$ cat config.mk
export PLATFORM = sky130hd
export DESIGN_NAME = operand_negator
export DESIGN_NICKNAME = d
export VERILOG_FILES = /design/src/rtl/operand_negator.sv
export SDC_FILE = /design/constraint.sdc
export NUM_CORES = 1
export LEC_CHECK = 0
export ABC_AREA = 0
export CAP_MARGIN = 0
export CELL_PAD_IN_SITES_DETAIL_PLACEMENT = 1
export CELL_PAD_IN_SITES_GLOBAL_PLACEMENT = 1
export CORE_ASPECT_RATIO = 0.8
export CORE_UTILIZATION = 38
export CTS_CLUSTER_SIZE = 20
export DETAILED_ROUTE_END_ITERATION = 12
export PLACE_DENSITY_LB_ADDON = 0.1
export SYNTH_ARGS = -nofsm -noshare
export SYNTH_HDL_FRONTEND = slang
export SYNTH_SLANG_ARGS = --single-unit
$ cat constraint.sdc
create_clock -name clock -period 3.9 [get_ports clock]
set_input_delay 0.975 -clock clock [delete_from_list [all_inputs] [get_ports clock]]
set_output_delay 0.975 -clock clock [all_outputs]
set_load 0.005 [all_outputs]
$ cat src/rtl/operand_negator.sv
// Pass / NOT / negate / abs of a WIDTH-bit operand. The +1 carry ripples CHUNK bits per cycle.
// The result is valid WIDTH/CHUNK cycles after accept and is held until out_ready; accepts only in IDLE.
module operand_negator #(
  parameter int WIDTH = 32,
  parameter int CHUNK = 8
) (
  input  logic             clock,
  input  logic             reset,
  input  logic             in_valid,
  output logic             in_ready,
  input  logic [WIDTH-1:0] in_data,
  input  logic [1:0]       mode,
  output logic             out_valid,
  input  logic             out_ready,
  output logic [WIDTH-1:0] out_data,
  output logic             out_neg,
  output logic             out_ovf
);

  localparam int NCHUNK = WIDTH / CHUNK;
  localparam int KW = (NCHUNK > 1) ? $clog2(NCHUNK) : 1;
  localparam logic [KW-1:0] KLAST = KW'(NCHUNK - 1);
  localparam logic [WIDTH-1:0] MOST_NEG = {1'b1, {(WIDTH-1){1'b0}}};

  typedef enum logic [1:0] {IDLE, CALC, DONE} state_t;

  state_t           state, state_nxt;
  logic [WIDTH-1:0] op, res, res_nxt;
  logic [KW-1:0]    k;
  logic             inv, carry, neg;
  logic             neg_in, accept, last;
  logic [CHUNK:0]   sum;

  always_ff @(posedge clock or posedge reset) begin
    if (reset) state <= IDLE;
    else       state <= state_nxt;
  end

  always_comb begin
    state_nxt = state;
    in_ready  = 1'b0;
    out_valid = 1'b0;
    case (state)
      IDLE: begin
        in_ready = ~reset;
        if (in_valid && !reset) state_nxt = CALC;
      end
      CALC: if (k == KLAST) state_nxt = DONE;
      DONE: begin
        out_valid = 1'b1;
        if (out_ready) state_nxt = IDLE;
      end
      default: state_nxt = IDLE;
    endcase
  end

  assign accept = in_valid & in_ready;
  assign last   = (state == CALC) && (k == KLAST);
  assign neg_in = (mode == 2'b10) | ((mode == 2'b11) & in_data[WIDTH-1]);

  // One chunk of the conditional invert-and-increment; the carry links chunks across cycles.
  always_comb begin
    sum     = {1'b0, op[int'(k)*CHUNK +: CHUNK] ^ {CHUNK{inv}}} + (CHUNK+1)'(carry);
    res_nxt = res;
    res_nxt[int'(k)*CHUNK +: CHUNK] = sum[CHUNK-1:0];
  end

  always_ff @(posedge clock or posedge reset) begin
    if (reset) begin
      op       <= '0;
      res      <= '0;
      k        <= '0;
      inv      <= 1'b0;
      carry    <= 1'b0;
      neg      <= 1'b0;
      out_data <= '0;
      out_neg  <= 1'b0;
      out_ovf  <= 1'b0;
    end else if (accept) begin
      op    <= in_data;
      neg   <= neg_in;
      inv   <= neg_in | (mode == 2'b01);
      carry <= neg_in;
      k     <= '0;
    end else if (state == CALC) begin
      res   <= res_nxt;
      carry <= sum[CHUNK];
      k     <= k + KW'(1);
      // Outputs change only on entry to DONE so they hold steady through IDLE/CALC.
      if (last) begin
        out_data <= res_nxt;
        out_neg  <= neg;
        out_ovf  <= neg & (op == MOST_NEG);
      end
    end
  end

endmodule

==> impl_metrics.csv, run 1 <==
group,metric,value,unit
worst_hold_path,holdPathEnd,"out_neg",
setup_path,startpoint_type,"input pin",
global_route,grt_start_max_net_pins,60,
pwr,internal_power,3.15,mW
setup_path,path_max_fanout,3,
cells_and_area,fillerInstances,1497,
timing,worst_pin_slew,0.946,ns
cells_and_area,drive_gt1_share,8.26,%
logic_synthesis,synth_edf_count,0,
clock_tree,post-cts-setup-buffers,0,
logic_synthesis,syn-mean-instance-area,9.68,µm²
clock_tree,path_clk_slew,0.07,ns
floorplan,die_width,131,µm
pwr,clockPowerShare,17.1,%
setup_path,r2r_end,"res[7]",
logic_synthesis,synth_nets,565,
timing,worst_slack,0.660,ns
worst_hold_path,worstHoldStart,"out_neg",
global_route,antenna_found_initial,0,
global_route,grt_pass1_vias,4321,
floorplan,die-area,0.0137,mm²
global_route,grt_overflow,0,
worst_hold_path,min_delay_path_depth,2,
pwr,comb_power_share,46.9,%
timing,setup_violations,0,
logic_synthesis,ys_ff_latch,105,
logic_synthesis,yosys_most_used_dff,"dfrtp_1",
floorplan,initial_core_util,39.0,%
pwr,switching_share,41.6,%
clock_tree,cts_resized,0,
cells_and_area,nets,635,
route,drc,0,
route,dr.pass1.iters,4,
route,detail-route-antenna-nets,0,
setup_path,rrSetupSlack,0.82,ns
logic_synthesis,syn_area,0.00502,mm²
cells_and_area,multi_input_area,0.00223,mm²
clock_tree,ctsRootBufferMaster,"clkbuf_16",
place,pre_cts_slack,0.646,ns
logic_synthesis,synth_seq_area_share,52.3,%
timing,period_needed,3.24,ns
global_route,grt_pass1_wl,23500,µm
floorplan,row_count,37,
clock_tree,clock_path_buffers,2,
place,dp_hpwl,10600,µm
timing,rsz0062_at_grt,"no",
cells_and_area,antenna_cells,0,
run,maxCapViolations,0,
logic_synthesis,async_flop_share,100,%
floorplan,die_h,105,µm
floorplan,ios,74,
setup_path,arrival,2.27,ns
pwr,power.leakage,2.81,nW
timing,post-route-period-util,83.1,%
setup_path,crit_type,"input pin to output port",
route,drtIter0Drc,216,
logic_synthesis,yosysWarnings,0,
timing,slew_viol_final,0,
pwr,p_per_area,860,mW/mm²
global_route,gr-usage-all-layers,22.8,%
timing,fin_tns_setup,0,ns
status,outcome,"completed",
route,vias,4189,
worst_hold_path,hold_class,"register to register",
clock_tree,cts-hold-fix-buffers,0,
setup_path,r2r_start,"k[0]",
place,gp_congestion,0.787,
clock_tree,cts_buffers,9,
route,viasPerCell,5.45,
place,io_buffers,73,
pwr,total_power,5.39,mW
timing,maxSlewHeadroom,36.9,%
cells_and_area,final_design_area_no_fill,0.00627,mm²
setup_path,cp-end-kind,"output port",
timing,finalHoldViolations,0,
timing,skew,0.00698,ns
floorplan,coreArea,0.0129,mm²
cells_and_area,syn_to_final_growth,24.8,%
clock_tree,cts_tree,"done",
logic_synthesis,syn-instance-count,519,
timing,fmax,309,MHz
place,placed_area,0.00597,mm²
setup_path,cp.required,2.92,ns
pwr,ir_drop,0.365,mV
route,finalWirelength,14600,µm
route,wl_per_cell,19.0,µm
pwr,power.switching,2.24,mW
cells_and_area,regArea,0.00263,mm²
clock_tree,cts_sinks,105,
clock_tree,h-tree-depth,3,
clock_tree,clk_latency,0.35,ns
logic_synthesis,ys_types,43,
pwr,power_frac_seq,36.0,%
setup_path,r2r_cells,5,
[placed cells by master (no fill, tap or decap), drive strengths merged, types with 8 or more instances in the layout]
cell,netlist,routed
clkdlybuf4s50,0,73
a221oi,12,12
a22o,16,16
inv,12,12
nand3,9,9
nand2,145,145
mux4,8,8
and3,15,15
o31ai,10,10
dfrtp,105,105
o21ai,31,31
a21oi,21,21
ha,8,8
buf,5,14
nor2,33,33
clkbuf,23,13
xnor2,11,11
[cells in the mapped netlist (all sizes together) (5+ instances only)]
cell type | n | area (µm²)
mux4 | 8 | 180
a22o | 16 | 140
a21oi | 21 | 109
inv | 12 | 45.0
a221oi | 12 | 105
o21ai | 31 | 155
nand2 | 145 | 544
nor4 | 7 | 43.8
mux2i | 5 | 50.1
dfrtp | 105 | 2630
buf | 5 | 35.0
o31ai | 10 | 80.1
clkbuf | 23 | 86.3
ha | 8 | 100
nand3 | 9 | 45.0
nor2 | 33 | 124
nor4b | 5 | 43.8
nand2b | 7 | 43.8
and3 | 15 | 93.8
xnor2 | 11 | 111
[flip-flops by register name, summed over array words and instances, names as in the netlist, 2 cells and up]
register,count
out_data,32
op,32
res,32
k,2
state,2
[critical path, stage by stage]
cell             delay (ns)
clkdlybuf4s50_1        0.46
nor3_1                 0.27
clkdlybuf4s50_1        0.57
[per-stage QoR]
stage          utilization (%)  hold slack [ns]  cells
6_report                  48.7            0.471    768
3_5_place_dp              46.4            0.462    753
4_1_cts                   48.7            0.479    768
5_1_grt                   48.7            0.518    768
2_1_floorplan                -            0.440    519
3_3_place_gp              46.4            0.453    753
[cell families (layout without fill, tap and decap cells)]
| family | Yosys count | in the layout | synth area share [%] |
|---|---|---|---|
| xor+xnor | 11 | 11 | 2.22 |
| mux | 13 | 13 | 4.58 |
| flops | 105 | 105 | 52.3 |
| simple gates | 238 | 238 | 21.2 |
| compound gates | 104 | 104 | 14.3 |
| fa+ha+maj | 8 | 8 | 1.99 |
| buf+inv | 40 | 114 | 3.31 |
[layer usage]
layer	global-route usage, %	part of all wire (%)	up-vias
li1	-	-	1950
met1	36.1	51	2141
met2	32.2	43	93
met3	3.84	5.5	5
met4	4.84	0.58	0
met5	0	0	-
[cell type report]
type,instances,area share [%]
clock buffer,13,4.15
timing repair buffer,87,13.5
inverter,12,0.758
tap,175,3.49
clock inverter,2,0.599
sequential,105,41.9
multi-input combinational,374,35.5
[power groups by stage]
stage | logic [mW] | registers [mW] | clock network [mW]
5_1_grt | 2.76 | 2.00 | 0.982
6_report | 2.53 | 1.94 | 0.924
3_5_place_dp | 2.53 | 1.95 | 0
4_1_cts | 2.55 | 1.93 | 0.951
3_3_place_gp | 2.43 | 1.93 | 0
2_1_floorplan | 1.57 | 1.79 | 0
[how the worst max path moves through the flow]
stage	endpoint	cells after the start	from
after detailed placement	in_ready	3	reset
final	in_ready	3	reset
after CTS	in_ready	3	reset
after global routing	out_data[30]	10	k[0]
after global placement	in_ready	3	reset
after floorplan	carry	1	reset
No activity file was read; power rests on OpenSTA's default activity.
==> run 2, diff against run 1 <==
--- a/config.mk
+++ b/config.mk
@@ -10,7 +10,7 @@
 export CELL_PAD_IN_SITES_DETAIL_PLACEMENT = 1
 export CELL_PAD_IN_SITES_GLOBAL_PLACEMENT = 1
 export CORE_ASPECT_RATIO = 0.8
-export CORE_UTILIZATION = 38
+export CORE_UTILIZATION = 42
 export CTS_CLUSTER_SIZE = 20
 export DETAILED_ROUTE_END_ITERATION = 12
 export PLACE_DENSITY_LB_ADDON = 0.1
==> constraint.sdc (replaced) <==
create_clock -name clock -period 3.1 [get_ports clock]
set_input_delay 0.775 -clock clock [delete_from_list [all_inputs] [get_ports clock]]
set_output_delay 0.775 -clock clock [all_outputs]
set_load 0.005 [all_outputs]
==> run 2 against run 1 <==
Hold slack gained 0.0044 ns; cell area grew 1.7%; clock skew grew 0.0039 ns; first-iteration DRC count grew 8.8%; flip-flop and latch count is the same.
==> impl_metrics.csv, run 2 (synthesis results as in run 1) <==
group,metric,value,unit
timing,fmax,352,MHz
floorplan,row_count,35,
timing,worst_pin_slew,0.907,ns
place,dpl.cell_count,734,
clock_tree,clk_latency,0.35,ns
global_route,grt_pass1_vias,4482,
run,maxCapViolations,0,
global_route,grt_start_max_net_pins,106,
timing,skew,0.0109,ns
setup_path,cp-end-kind,"output port",
cells_and_area,layout_common_cells,"nand2_1, dfrtp_1, clkdlybuf4s50_1",
place,placed_area,0.00600,mm²
global_route,grt_overflow,0,
cells_and_area,final_common_cell,"nand2_1",
setup_path,r2r_start,"k[0]",
route,detail-route-antenna-nets,0,
timing,rsz0062_at_grt,"no",
pwr,ir_drop,0.492,mV
route,dr.pass1.iters,4,
cells_and_area,final_util,55.1,%
setup_path,crit_buf_inv,2,
timing,period_needed,2.84,ns
pwr,p_per_area,1110,mW/mm²
setup_path,path_max_fanout,3,
clock_tree,cts-hold-fix-buffers,0,
cells_and_area,fillerInstances,1328,
floorplan,die_width,124,µm
clock_tree,cts_tree,"done",
route,drc,0,
cells_and_area,largestRegisters,"op: 32 flops, out_data: 32 flops, res: 32 flops",
timing,setup_violations,0,
setup_path,slowest_stage,"clkdlybuf4s50_1",
route,drtIter0Drc,235,
place,pre_cts_slack,0.0650,ns
cells_and_area,nets,643,
global_route,grt_pass1_wl,24300,µm
route,wl_per_cell,19.5,µm
timing,maxSlewHeadroom,39.6,%
clock_tree,cts_buffers,9,
setup_path,arrival,2.06,ns
status,outcome,"completed",
cells_and_area,layout.cells.non_filler,750,
global_route,gr-usage-all-layers,25.1,%
timing,slew_viol_final,0,
route,vias,4258,
global_route,antenna_found_initial,0,
cells_and_area,final_design_area_no_fill,0.00637,mm²
clock_tree,clock_path_buffers,2,
clock_tree,ctsRootBufferMaster,"clkbuf_16",
setup_path,slowest_delay,0.57,ns
clock_tree,path_clk_slew,0.07,ns
setup_path,cp_top_family,"buffers and inverters",
setup_path,crit_type,"input pin to output port",
clock_tree,cts_resized,0,
place,dp_hpwl,10400,µm
timing,fin_tns_setup,0,ns
floorplan,coreArea,0.0116,mm²
cells_and_area,drive_gt1_share,10.3,%
setup_path,path_cells,"clkdlybuf4s50_1 > nor3_1 > clkdlybuf4s50_1",
floorplan,die_h,99.8,µm
worst_hold_path,hold_class,"register to register",
worst_hold_path,worstHoldStart,"res[23]",
cells_and_area,antenna_cells,0,
floorplan,initial_core_util,43.4,%
clock_tree,cts_sinks,105,
timing,finalHoldViolations,0,
setup_path,cp_common_cell,"clkdlybuf4s50_1",
clock_tree,post-cts-setup-buffers,0,
timing,worst_slack,0.262,ns
clock_tree,h-tree-depth,3,
setup_path,startpoint_type,"input pin",
floorplan,die-area,0.0124,mm²
cells_and_area,syn_to_final_growth,26.9,%
route,finalWirelength,14600,µm
route,viasPerCell,5.68,
setup_path,crit_path_start,"reset",
place,gp_congestion,0.830,
pwr,power.leakage,2.88,nW
timing,post-route-period-util,91.6,%
place,io_buffers,73,
floorplan,ios,74,
setup_path,cp.required,2.32,ns
-- run 2: cell types whose count changed in the layout (fill, tap and decap cells not counted) --
cell / change
xnor2_2: +1
clkinv_2: +1
dfrtp_1: -1
bufinv_16: +3
clkbuf_1: -2
inv_6: +1
xnor2_1: -1
buf_4: +8
clkbuf_8: -2
clkinvlp_4: +1
inv_4: -1
dfrtp_2: +1
-- run 2: layout make-up --
class                      count  area [µm²]  area share, %
sequential                   105        2630           41.2
multi-input combinational    374        2240           35.1
timing repair buffer          95         908           14.3
clock buffer                   9         225           3.53
tap                          148         185           2.91
clock inverter                 7         141           2.22
inverter                      12        48.8          0.766
-- run 2: layer usage --
metal	vias to the layer above	track usage, %	wire length [µm]
met1	2178	37.1	7260
met5	-	0	0
met2	103	38.8	6360
met4	0	5.56	109
li1	1969	-	-
met3	8	4.37	862
-- run 2: power breakdown --
group	internal, mW	leakage [nW]	total [mW]	switching [mW]
sequential	1.94	1.36	2.40	0.465
clock	0.873	0.176	1.40	0.525
combinational	1.42	1.34	3.30	1.88
-- run 2: worst paths after layout --
kind,endpoint,slack [ns],cells past startpoint
worst max-delay path,in_ready,0.26,3
worst min-delay path,res[23],0.48,2
worst max register to register,out_data[30],0.29,10
worst min register to register,res[23],0.48,2
max in group asynchronous,res[27],1.70,3
min in group asynchronous,out_data[16],0.96,3
-- run 2: stage by stage --
| stage | total power [mW] | hold WS [ns] |
|---|---|---|
| after floorplan | 4.23 | 0.440 |
| after global placement | 5.53 | 0.454 |
| after detailed placement | 5.68 | 0.463 |
| after CTS | 7.10 | 0.478 |
| after global routing | 7.55 | 0.502 |
| final | 7.10 | 0.476 |
-- run 2: worst min-delay path: stages (launching register included) --
cell,delay [ns]
dfrtp_1,0.34
nand2_1,0.05
o31ai_1,0.05
==> run 3, diff against run 2 <==
--- a/config.mk
+++ b/config.mk
@@ -13,6 +13,7 @@
 export CORE_UTILIZATION = 42
 export CTS_CLUSTER_SIZE = 20
 export DETAILED_ROUTE_END_ITERATION = 12
+export GPL_ROUTABILITY_DRIVEN = 1
 export PLACE_DENSITY_LB_ADDON = 0.1
 export SYNTH_ARGS = -nofsm -noshare
 export SYNTH_HDL_FRONTEND = slang
==> results of run 3 <==
The final DEF is identical to that of run 2; final timing and power are the same.
